==> src/rtl/fsquare_iter.sv <==
// Iterative IEEE-754 single squarer d = s*s. Fixed latency 25 cycles (13 with FSQUARE_RADIX4_EN);
// one op in flight, in_ready only in IDLE, result held in DONE until out_ready.
module fsquare_iter (
  input  logic        clk,
  input  logic        rst,
  input  logic        in_valid,
  output logic        in_ready,
  input  logic [31:0] s,
  output logic        out_valid,
  input  logic        out_ready,
  output logic [31:0] d
);

`ifdef FSQUARE_RADIX4_EN
  localparam int CNT_W  = 4;
  localparam int LAST_I = 11;
`else
  localparam int CNT_W  = 5;
  localparam int LAST_I = 23;
`endif
  localparam logic [CNT_W-1:0] LAST = CNT_W'(LAST_I);

  typedef enum logic [1:0] {IDLE, MUL, ROUND, DONE} state_t;

  state_t           state, state_nxt;
  logic [30:0]      s_r;
  logic [23:0]      m;
  logic [47:0]      prod;
  logic [CNT_W-1:0] cnt;
  logic [47:0]      pp;
  logic [31:0]      res;

  assign in_ready  = (state == IDLE);
  assign out_valid = (state == DONE);

  always_ff @(posedge clk or posedge rst) begin
    if (rst) state <= IDLE;
    else     state <= state_nxt;
  end

  always_comb begin
    state_nxt = state;
    case (state)
      IDLE:    if (in_valid) state_nxt = MUL;
      MUL:     if (cnt == LAST) state_nxt = ROUND;
      ROUND:   state_nxt = DONE;
      DONE:    if (out_ready) state_nxt = IDLE;
      default: state_nxt = IDLE;
    endcase
  end

  // Partial product for the multiplier bit(s) retired this cycle
`ifdef FSQUARE_RADIX4_EN
  logic [1:0]  dig;
  logic [25:0] pp_m;
  always_comb begin
    dig = m[{cnt, 1'b0} +: 2];
    case (dig)
      2'd0:    pp_m = 26'd0;
      2'd1:    pp_m = {2'b00, m};
      2'd2:    pp_m = {1'b0, m, 1'b0};
      default: pp_m = {2'b00, m} + {1'b0, m, 1'b0};
    endcase
    pp = {22'd0, pp_m} << {cnt, 1'b0};
  end
`else
  always_comb begin
    pp = m[cnt] ? ({24'd0, m} << cnt) : 48'd0;
  end
`endif

  always_ff @(posedge clk or posedge rst) begin
    if (rst) begin
      s_r  <= '0;
      m    <= '0;
      prod <= '0;
      cnt  <= '0;
      d    <= '0;
    end else begin
      case (state)
        IDLE: if (in_valid) begin
          s_r  <= s[30:0];
          m    <= {1'b1, s[22:0]};
          prod <= '0;
          cnt  <= '0;
        end
        MUL: begin
          prod <= prod + pp;
          cnt  <= cnt + 1'b1;
        end
        ROUND:   d <= res;
        default: ;
      endcase
    end
  end

  // Normalise, round-to-nearest-even, then range/special selection
  logic        p_hi, g, st, inc;
  logic [22:0] frac_t, frac_f;
  logic [23:0] rnd;
  logic [7:0]  e_i;
  logic [9:0]  exp_c;

  always_comb begin
    p_hi   = prod[47];
    frac_t = p_hi ? prod[46:24] : prod[45:23];
    g      = p_hi ? prod[23] : prod[22];
    st     = p_hi ? (|prod[22:0]) : (|prod[21:0]);
    inc    = g & (st | frac_t[0]);
    rnd    = {1'b0, frac_t} + {23'd0, inc};
    frac_f = rnd[23] ? 23'd0 : rnd[22:0];
    e_i    = s_r[30:23];
    // 10-bit two's complement exponent; bit 9 set means negative
    exp_c  = {1'b0, e_i, 1'b0} - 10'd127 + {9'd0, p_hi} + {9'd0, rnd[23]};

    if (e_i == 8'd0)
      res = 32'h0000_0000;
    else if (e_i == 8'hFF)
      res = (s_r[22:0] != 23'd0) ? 32'h7FC0_0000 : 32'h7F80_0000;
    else if (exp_c[9] || (exp_c == 10'd0))
      res = 32'h0000_0000;
    else if (exp_c >= 10'd255)
      res = 32'h7F80_0000;
    else
      res = {1'b0, exp_c[7:0], frac_f};
  end

endmodule

==> config.mk <==
export PLATFORM = sky130hd
export DESIGN_NAME = fsquare_iter
export DESIGN_NICKNAME = d
export VERILOG_FILES = /design/src/rtl/fsquare_iter.sv
export SDC_FILE = /design/constraint.sdc
export NUM_CORES = 1
export LEC_CHECK = 0
export CAP_MARGIN = 30
export CORE_MARGIN = 2
export CORE_UTILIZATION = 47
export DETAILED_ROUTE_END_ITERATION = 6
export GPL_ROUTABILITY_DRIVEN = 0
export HOLD_SLACK_MARGIN = 0.03
export PLACE_DENSITY = 0.66
export SLEW_MARGIN = 20
export SYNTH_ARGS = -nofsm -noshare
export SYNTH_HDL_FRONTEND = slang
export SYNTH_SLANG_ARGS = --single-unit
export TNS_END_PERCENT = 50
==> constraint.sdc <==
create_clock -name clk -period 10.21 [get_ports clk]
set_input_delay 1.021 -clock clk [delete_from_list [all_inputs] [get_ports clk]]
set_output_delay 1.021 -clock clk [all_outputs]
set_load 0.05 [all_outputs]
==> results of run 1 <==
==> synth_stat cells, types with 17 or more instances <==
cell type  count
a21o_1        18
a21oi_1       91
clkbuf_1      54
dfrtp_1      118
ha_1          55
inv_1         28
mux2_2        61
mux2i_1       44
nand2_1      142
nand3_1       37
nor2_1       120
nor3_1        21
nor4_1        17
o211ai_1      17
o21ai_0       96
o2bb2ai_1     24
xnor2_1       38
xor2_1        31
==> per-layer routing <==
metal	vias up	wire (µm)	global-route usage, %
li1	4598	-	-
met1	4482	12900	33.6
met2	293	12900	38.9
met3	41	1430	3.91
met4	0	442	5.51
met5	-	0	0
==> sequential cells by signal, summed over array words and instances, names as in the netlist <==
name and count:
m 1, cnt 5, state 2, d 31
s_r 31, prod 48
==> power by group <==
group | leakage, µW | switching [µW] | internal, µW
clock network | 0.000277 | 259 | 348
registers | 0.00154 | 155 | 600
logic | 0.00288 | 1190 | 736
==> cell type report <==
class                   instances  area, µm²
fillers                      2054      10100
multi-input cells            1023       7010
flip-flops and latches        118       2950
repair buffers                 76        742
clock buffers                  18        439
well taps                     280        350
clock inverters                14        139
inverters                      30        115
==> per-stage QoR <==
step / total power (µW) / hold WS (ps)
after floorplan: 2200 / 478
after global placement: 2620 / 462
after detailed placement: 2650 / 473
after CTS: 3270 / 488
after global routing: 3530 / 499
final: 3290 / 482
==> worst reg2reg max path, stage by stage, from the launching register on <==
cell	delay [ps]
dfrtp_2	340
buf_4	470
nand2_1	280
a2111oi_4	580
and3_1	470
nand4_2	190
nor3b_2	230
inv_1	60
ha_1	270
inv_1	110
ha_1	230
nand3_2	180
nor2_1	160
xnor2_1	200
o21ai_0	160
o32a_2	350
o21ai_2	370
or3_4	360
o32ai_1	130
==> final timing paths <==
kind                           from       end  slack [ps]  cells after the start
min reg2reg                   d[10]     d[10]         480                      1
max in group asynchronous       rst  prod[47]        7860                      3
min                           d[10]     d[10]         480                      1
max reg2reg                prod[47]     d[21]        4920                     18
min in group asynchronous       rst   s_r[25]        1040                      2
max                        prod[47]     d[21]        4920                     18
==> kinds of logic (layout without fill, tap and decap cells) <==
group	Yosys count	after routing	synth area share [%]
AO/OA/AOI/OAI	356	356	22.6
other	1	1	0.0360
adder cells (fa/ha/maj)	56	56	6.80
XOR/XNOR	69	69	5.80
multiplexers	111	111	12.2
flip-flops	118	118	28.3
buffers and inverters	109	138	4.57
AND/OR/NAND/NOR	430	430	19.7
==> qor.yml, run 1 <==
global_routing:
  grt_max_degree: 65
  antenna_found_initial: 0
  gr-total-overflow: 0
  grt_pass1_vias: 8859
  grt_pass1_wl_um: 46000
  grtUsageTotal_pct: 23.9
final_layout:
  final_area_um2: 11700
  diodes: 0
  post-route-util_pct: 53.8
  syn2layout_area_growth_pct: 12.7
  drive_above_1_share_pct: 11.0
  most-common-layout-cells: "141 x nand2_1, 120 x nor2_1, 117 x dfrtp_1, 96 x o21ai_0, 91 x a21oi_1"
  layout.cells.non_filler: 1559
  layout_commonest_cell: "nand2_1"
  final_net_count: 1358
timing:
  layout_min_cycle_time_ps: 5290
  final_max_slew_viol_count: 0
  rsz0062_at_grt: "no"
  maxSlewHeadroom_pct: 42.4
  hold_viol: 0
  tns_ps: 0
  worst_slew_pin_slew_ps: 861
  min_period_over_period_pct: 51.8
  setup_viol: 0
  worst_slack_ps: 4920
  clock.fmax_mhz: 189
  fin_skew_ps: 10.8
synthesis:
  synthArstFlopShare_pct: 100
  syn_avg_cell_area_um2: 8.34
  synthCells: 1250
  yosysTopAreaCell: "dfrtp_1"
  synth_warnings: 0
  yosys.cell_types.count: 91
  ys_seq_area_share_pct: 28.3
  synth_top_area_share_pct: 28.3
  synth_edf_count: 0
  ys_ff_latch: 118
  yosys-top-cells-area: "dfrtp_1 28%, ha_1 6.6%, mux2_2 6.6%"
  synth_top_flop_cell: "dfrtp_1"
  synthesis.nets: 1342
  syn_area_um2: 10400
floorplan:
  die_y_um: 153
  num_rows: 54
  core_um2: 21800
  die_w_um: 153
  initial_utilization_pct: 47.8
  io-pin-count: 70
  die_area_um2: 23400
setup_path:
  path_class: "reg2reg"
  critPathTopFamily: "simple AND/OR/NAND/NOR gates"
  cp.required_ps: 10510
  cp-start-kind: "flop"
  path_cells: "buf_4 > nand2_1 > a2111oi_4 > and3_1 > nand4_2 > nor3b_2 > inv_1 > ha_1 > inv_1 > ha_1 > nand3_2 > nor2_1 > xnor2_1 > o21ai_0 > o32a_2 > o21ai_2 > or3_4 > o32ai_1"
  crit_path_max_incr_delay_ps: 580
  crit_slowest_cell: "a2111oi_4"
  critPathArrivalTime_ps: 5590
  cp_max_fo: 50
  cp-end-kind: "flop"
  critical_path_buf_inv_count: 3
clocking:
  ctsLongestPathBuffers: 2
  cts_tree: "done"
  postCtsSetupBuffers: 0
  hold_buffers: 0
  root_buffer: "clkbuf_16"
  h-tree-depth: 4
  cts_buffers: 17
  post_cts_resized: 0
  clk_pin_slew_ps: 70
  clkSinkCount: 118
  clk_latency_ps: 430
detailed_routing:
  vias_per_cell: 6.04
  postRouteAntennaNets: 0
  wl_um: 27700
  routedWlPerCell_um: 17.8
  num_vias: 9414
  drc: 0
  initialDrtViolationCount: 739
  first_pass_iters: 6
pwr:
  vdd_ir_drop_max_mv: 0.155
  p_per_area_nw_per_um2: 280
  p_leak_uw: 0.00469
worst_hold_path:
  worstHoldPathType: "reg2reg"
place:
  dp_hpwl_um: 20300
  dp.cells: 1526
  postPlaceCellArea_um2: 11200
  dp_slack_ps: 4690
  portBuffers: 67
run_status:
  run_status: "finished, final reports clean"
flow_run:
  cap_violations: 0
(Power assumes the default switching activity.)
==> run 2: changes to the inputs <==
- PLACE_DENSITY: 0.66 -> 0.68
- clock period: 10.21 -> 4.4 ns (I/O delays scaled with it)
==> qor.yml, run 2 (synthesis results as in run 1) <==
timing:
  hold_viol: 0
  layout_min_cycle_time_ps: 4290
  clock.fmax_mhz: 233
  setup_viol: 0
  worst_slew_pin_slew_ps: 862
  maxSlewHeadroom_pct: 42.3
  fin_hold_ws_ps: 475
  fin_skew_ps: 12.2
  rsz0062_at_grt: "yes"
  final_max_slew_viol_count: 0
  min_period_over_period_pct: 97.6
worst_hold_path:
  min_from: "d[17]"
  holdPathEnd: "d[17]"
  hold_depth: 1
  worstHoldPathType: "reg2reg"
pwr:
  pwr-share-comb_pct: 62.5
  internal_power_uw: 4590
  p_sw_share_pct: 46.3
  p_per_area_nw_per_um2: 662
  seq_power_share_pct: 20.6
  vdd_ir_drop_max_mv: 0.376
  clkPwrFrac_pct: 16.8
  p_leak_uw: 0.00534
  p_switching_uw: 3960
setup_path:
  cp-start-kind: "flop"
  timing.rr.end: "prod[36]"
  critPathTopFamily: "compound AO/OA/AOI/OAI gates"
  crit_path_max_incr_delay_ps: 590
  cp.required_ps: 4700
  cp_max_fo: 10
  cp-end-kind: "flop"
  crit_slowest_cell: "mux4_1"
  ff2ff_setup_slack_ps: 110
  r2r_cells: 18
  path_cells: "mux4_1 > mux2i_2 > a21oi_2 > o21ai_2 > and2_1 > buf_6 > buf_12 > nor2_1 > ha_1 > a21oi_2 > buf_4 > o211ai_1 > a21boi_0 > nand3_1 > o21ai_2 > a21oi_1 > or3_1 > a32o_1"
  critPathArrivalTime_ps: 4600
  path_class: "reg2reg"
  critical_path_buf_inv_count: 3
  rr_startpoint: "cnt[0]"
clocking:
  clkSinkCount: 118
  cts_buffers: 17
  clk_pin_slew_ps: 60
  cts_tree: "done"
  ctsLongestPathBuffers: 2
  root_buffer: "clkbuf_16"
  clk_latency_ps: 430
  h-tree-depth: 4
final_layout:
  top_register: "prod"
  diodes: 0
  final_area_um2: 12900
  layout_commonest_cell: "nand2_1"
  nFillCells: 1919
  top_regs: "prod: 48 flops, d: 31 flops, s_r: 31 flops"
  register_area_um2: 2960
  multi_input_area_um2: 7140
  drive_above_1_share_pct: 21.5
  largest_reg_flops: 48
  most-common-layout-cells: "139 x nand2_1, 125 x buf_4, 117 x nor2_1, 113 x dfrtp_1, 90 x o21ai_0"
  final_net_count: 1483
  syn2layout_area_growth_pct: 24.1
floorplan:
  initial_utilization_pct: 47.8
  num_rows: 54
  io-pin-count: 70
  die_area_um2: 23400
  core_um2: 21800
  die_w_um: 153
  die_y_um: 153
place:
  dp_hpwl_um: 21800
  postPlaceCellArea_um2: 12100
  portBuffers: 67
detailed_routing:
  vias_per_cell: 5.84
  wl_um: 29300
  first_pass_iters: 6
  initialDrtViolationCount: 751
  drc: 0
  postRouteAntennaNets: 0
  num_vias: 9830
  routedWlPerCell_um: 17.4
global_routing:
  use_met3_pct: 3.69
  use_met2_pct: 41.6
  grt_use_met1_pct: 34.1
  grt_pass1_vias: 9437
  grt_max_degree: 61
  gr-total-overflow: 0
  grtUsageTotal_pct: 24.9
  grt_pass1_wl_um: 48200
  grt.busiest_layer: "met2"
  antenna_found_initial: 0
flow_run:
  cap_violations: 0
run_status:
  run_status: "finished, final reports clean"
## run 2: cell count changes in the layout (fill, tap and decap cells not counted), sizes merged
cell / previous run / this run
buf: 9 / 133
bufinv: 1 / 2
clkbuf: 18 / 21
clkinv: 4 / 5
clkinvlp: 3 / 2
inv: 36 / 33
## run 2: routing by layer
metal / vias to the layer above / wire, µm
met3: 45 / 1390
met5: - / 0
met2: 295 / 14100
met4: 0 / 547
li1: 4855 / -
met1: 4635 / 13300
## run 2: power groups by stage
stage	Sequential [µW]	Combinational, µW	Clock, µW
global placement	1750	5010	0
detailed placement	1770	5070	0
floorplan	1840	3270	0
global route	1810	5810	1510
CTS	1750	5130	1450
finish	1770	5350	1440
## run 2: cell type report
type	instances	area share (%)
sequential	118	22.9
multi-input combinational	1023	55.3
tap	280	2.71
clock buffer	20	3.53
clock inverter	12	1.09
timing repair buffer	201	13.6
inverter	30	0.890
## run 2: per-stage QoR
step	util [%]	setup WS (ps)	power [µW]	instances	setup TNS [ps]
6_report	59.2	106	8560	1684	0
5_1_grt	59.2	-70.5	9130	1684	-202
4_1_cts	58.2	27.3	8330	1678	0
3_5_place_dp	55.5	83.5	6840	1646	0
3_3_place_gp	55.5	77.2	6760	1646	0
2_1_floorplan	-	368	5100	1250	0
## run 2: repair_timing
item	in CTS	in global routing
cloned	0	1
endpoints found under the setup margin	2	21
setup buffers	0	5
pin swaps	0	13
hold buffers	0	0
endpoints found under the hold margin	0	0
resized for setup	1	48
## run 2: worst max path at each step
stage                     startpoint        to  slack [ps]  cells after the start
after floorplan               cnt[0]  prod[43]         370                     17
after global placement        cnt[0]  prod[42]          80                     21
after detailed placement      cnt[0]  prod[42]          80                     21
after CTS                     cnt[0]  prod[42]          30                     20
after global routing          cnt[1]  prod[42]         -70                     21
final                         cnt[0]  prod[36]         110                     18
==> run 3: changes to the inputs <==
- SETUP_SLACK_MARGIN: default -> 0.3
==> qor.yml, run 3 (synthesis results as in run 1) <==
clocking:
  root_buffer: "clkbuf_16"
  clk_pin_slew_ps: 60
  h-tree-depth: 4
  ctsLongestPathBuffers: 2
  clkSinkCount: 118
  cts_buffers: 17
  cts_tree: "done"
  clk_latency_ps: 430
global_routing:
  antenna_found_initial: 0
  grt_pass1_vias: 9574
  grt_pass1_wl_um: 48900
  gr-total-overflow: 0
  grt_max_degree: 61
  grtUsageTotal_pct: 25.3
detailed_routing:
  routedWlPerCell_um: 18.2
  vias_per_cell: 5.98
  drc: 0
  first_pass_iters: 5
  postRouteAntennaNets: 0
  wl_um: 31000
  num_vias: 10200
  initialDrtViolationCount: 885
timing:
  hold_viol: 0
  final_max_slew_viol_count: 0
  worst_slew_pin_slew_ps: 878
  worst_slack_ps: 268
  setup_viol: 0
  clock.fmax_mhz: 242
  maxSlewHeadroom_pct: 41.3
  min_period_over_period_pct: 93.9
  layout_min_cycle_time_ps: 4130
  rsz0062_at_grt: "yes"
  tns_ps: 0
  fin_hold_ws_ps: 475
  fin_skew_ps: 11.7
floorplan:
  die_y_um: 153
  io-pin-count: 70
  die_area_um2: 23400
  initial_utilization_pct: 47.8
  core_um2: 21800
  die_w_um: 153
  num_rows: 54
final_layout:
  top_regs: "prod: 48 flops, d: 31 flops, s_r: 31 flops"
  register_area_um2: 2960
  multi_input_area_um2: 7650
  layout.cells.non_filler: 1705
  largest_reg_flops: 48
  most-common-layout-cells: "140 x buf_4, 134 x nand2_1, 113 x dfrtp_1, 107 x nor2_1, 81 x o21ai_0"
  syn2layout_area_growth_pct: 30.8
  final_net_count: 1504
  top_register: "prod"
  layout_commonest_cell: "buf_4"
  nFillCells: 1799
  diodes: 0
  drive_above_1_share_pct: 27.9
pwr:
  p_switching_uw: 4230
  p_sw_share_pct: 46.4
  clkPwrFrac_pct: 15.8
  internal_power_uw: 4890
  vdd_ir_drop_max_mv: 0.396
  finalPower_uw: 9120
  seq_power_share_pct: 19.6
  p_per_area_nw_per_um2: 669
  pwr-share-comb_pct: 64.6
  p_leak_uw: 0.00551
place:
  dp_slack_ps: 83.5
  dp_hpwl_um: 21800
  portBuffers: 67
  dp.cells: 1646
setup_path:
  rr_startpoint: "cnt[1]"
  cp-end-kind: "flop"
  ff2ff_setup_slack_ps: 270
  critPathArrivalTime_ps: 4390
  cp-start-kind: "flop"
  cp.required_ps: 4660
  path_class: "reg2reg"
  timing.rr.end: "prod[37]"
  r2r_cells: 20
  cp_max_fo: 8
worst_hold_path:
  hold_depth: 1
  holdPathEnd: "d[17]"
  worstHoldPathType: "reg2reg"
  min_from: "d[17]"
flow_run:
  cap_violations: 0
run_status:
  run_status: "finished, final reports clean"
[run 3: power by group through the flow]
stage | Clock [µW] | Combinational (µW) | Sequential, µW
after floorplan | 0 | 3270 | 1840
after global placement | 0 | 5010 | 1750
after detailed placement | 0 | 5070 | 1770
after CTS | 1450 | 5300 | 1750
after global routing | 1510 | 6350 | 1830
final | 1440 | 5890 | 1790
[run 3: worst max-delay path: stages (launching register included)]
cell and delay [ps]:
dfrtp_2 450, buf_12 150, mux2_2 340, nor2_1 100, a21oi_1 70, nand2_1 70, o21ai_0 110, a22oi_1 310
and2_1 200, a211oi_2 50, buf_4 160, ha_4 290, nand4_1 170, or4_4 540, nand2b_4 170, a21oi_2 100
buf_4 140, nor3_1 90, a21oi_1 200, xnor2_1 140, o21ai_0 90
[run 3: timing repair]
action	4_1_cts	5_1_grt
cloned	1	3
resized for setup	42	120
setup buffers	6	17
hold buffers	0	0
pin swaps	11	40
setup endpoints to repair	42	54
[run 3: area by class of cell]
cell class	instances	area share (%)
multi-input cells	1024	56.1
well taps	280	2.57
clock buffers	20	3.35
inverters	30	0.844
clock inverters	12	1.04
flip-flops and latches	118	21.7
repair buffers	221	14.3
[run 3: worst max path at each step]
stage,startpoint,depth (start not counted),slack (ps),end
global route,cnt[1],21,90,prod[45]
finish,cnt[1],20,270,prod[37]
CTS,prod[47],17,260,d[21]
detailed placement,cnt[0],21,80,prod[42]
floorplan,cnt[0],17,370,prod[43]
global placement,cnt[0],21,80,prod[42]
[run 3: metal layers]
layer	track usage, %	vias to the layer above	wire [µm]
li1	-	4895	-
met1	34.2	4874	13600
met3	4.03	68	1550
met5	0	-	0
met2	42.1	358	15100
met4	6.83	0	746
[run 3: through the flow]
stage | utilization (%) | instance area (µm²)
4_1_cts | 59.2 | 12900
6_report | 62.5 | 13600
5_1_grt | 62.5 | 13600
2_1_floorplan | - | 10400
3_3_place_gp | 55.5 | 12100
3_5_place_dp | 55.5 | 12100
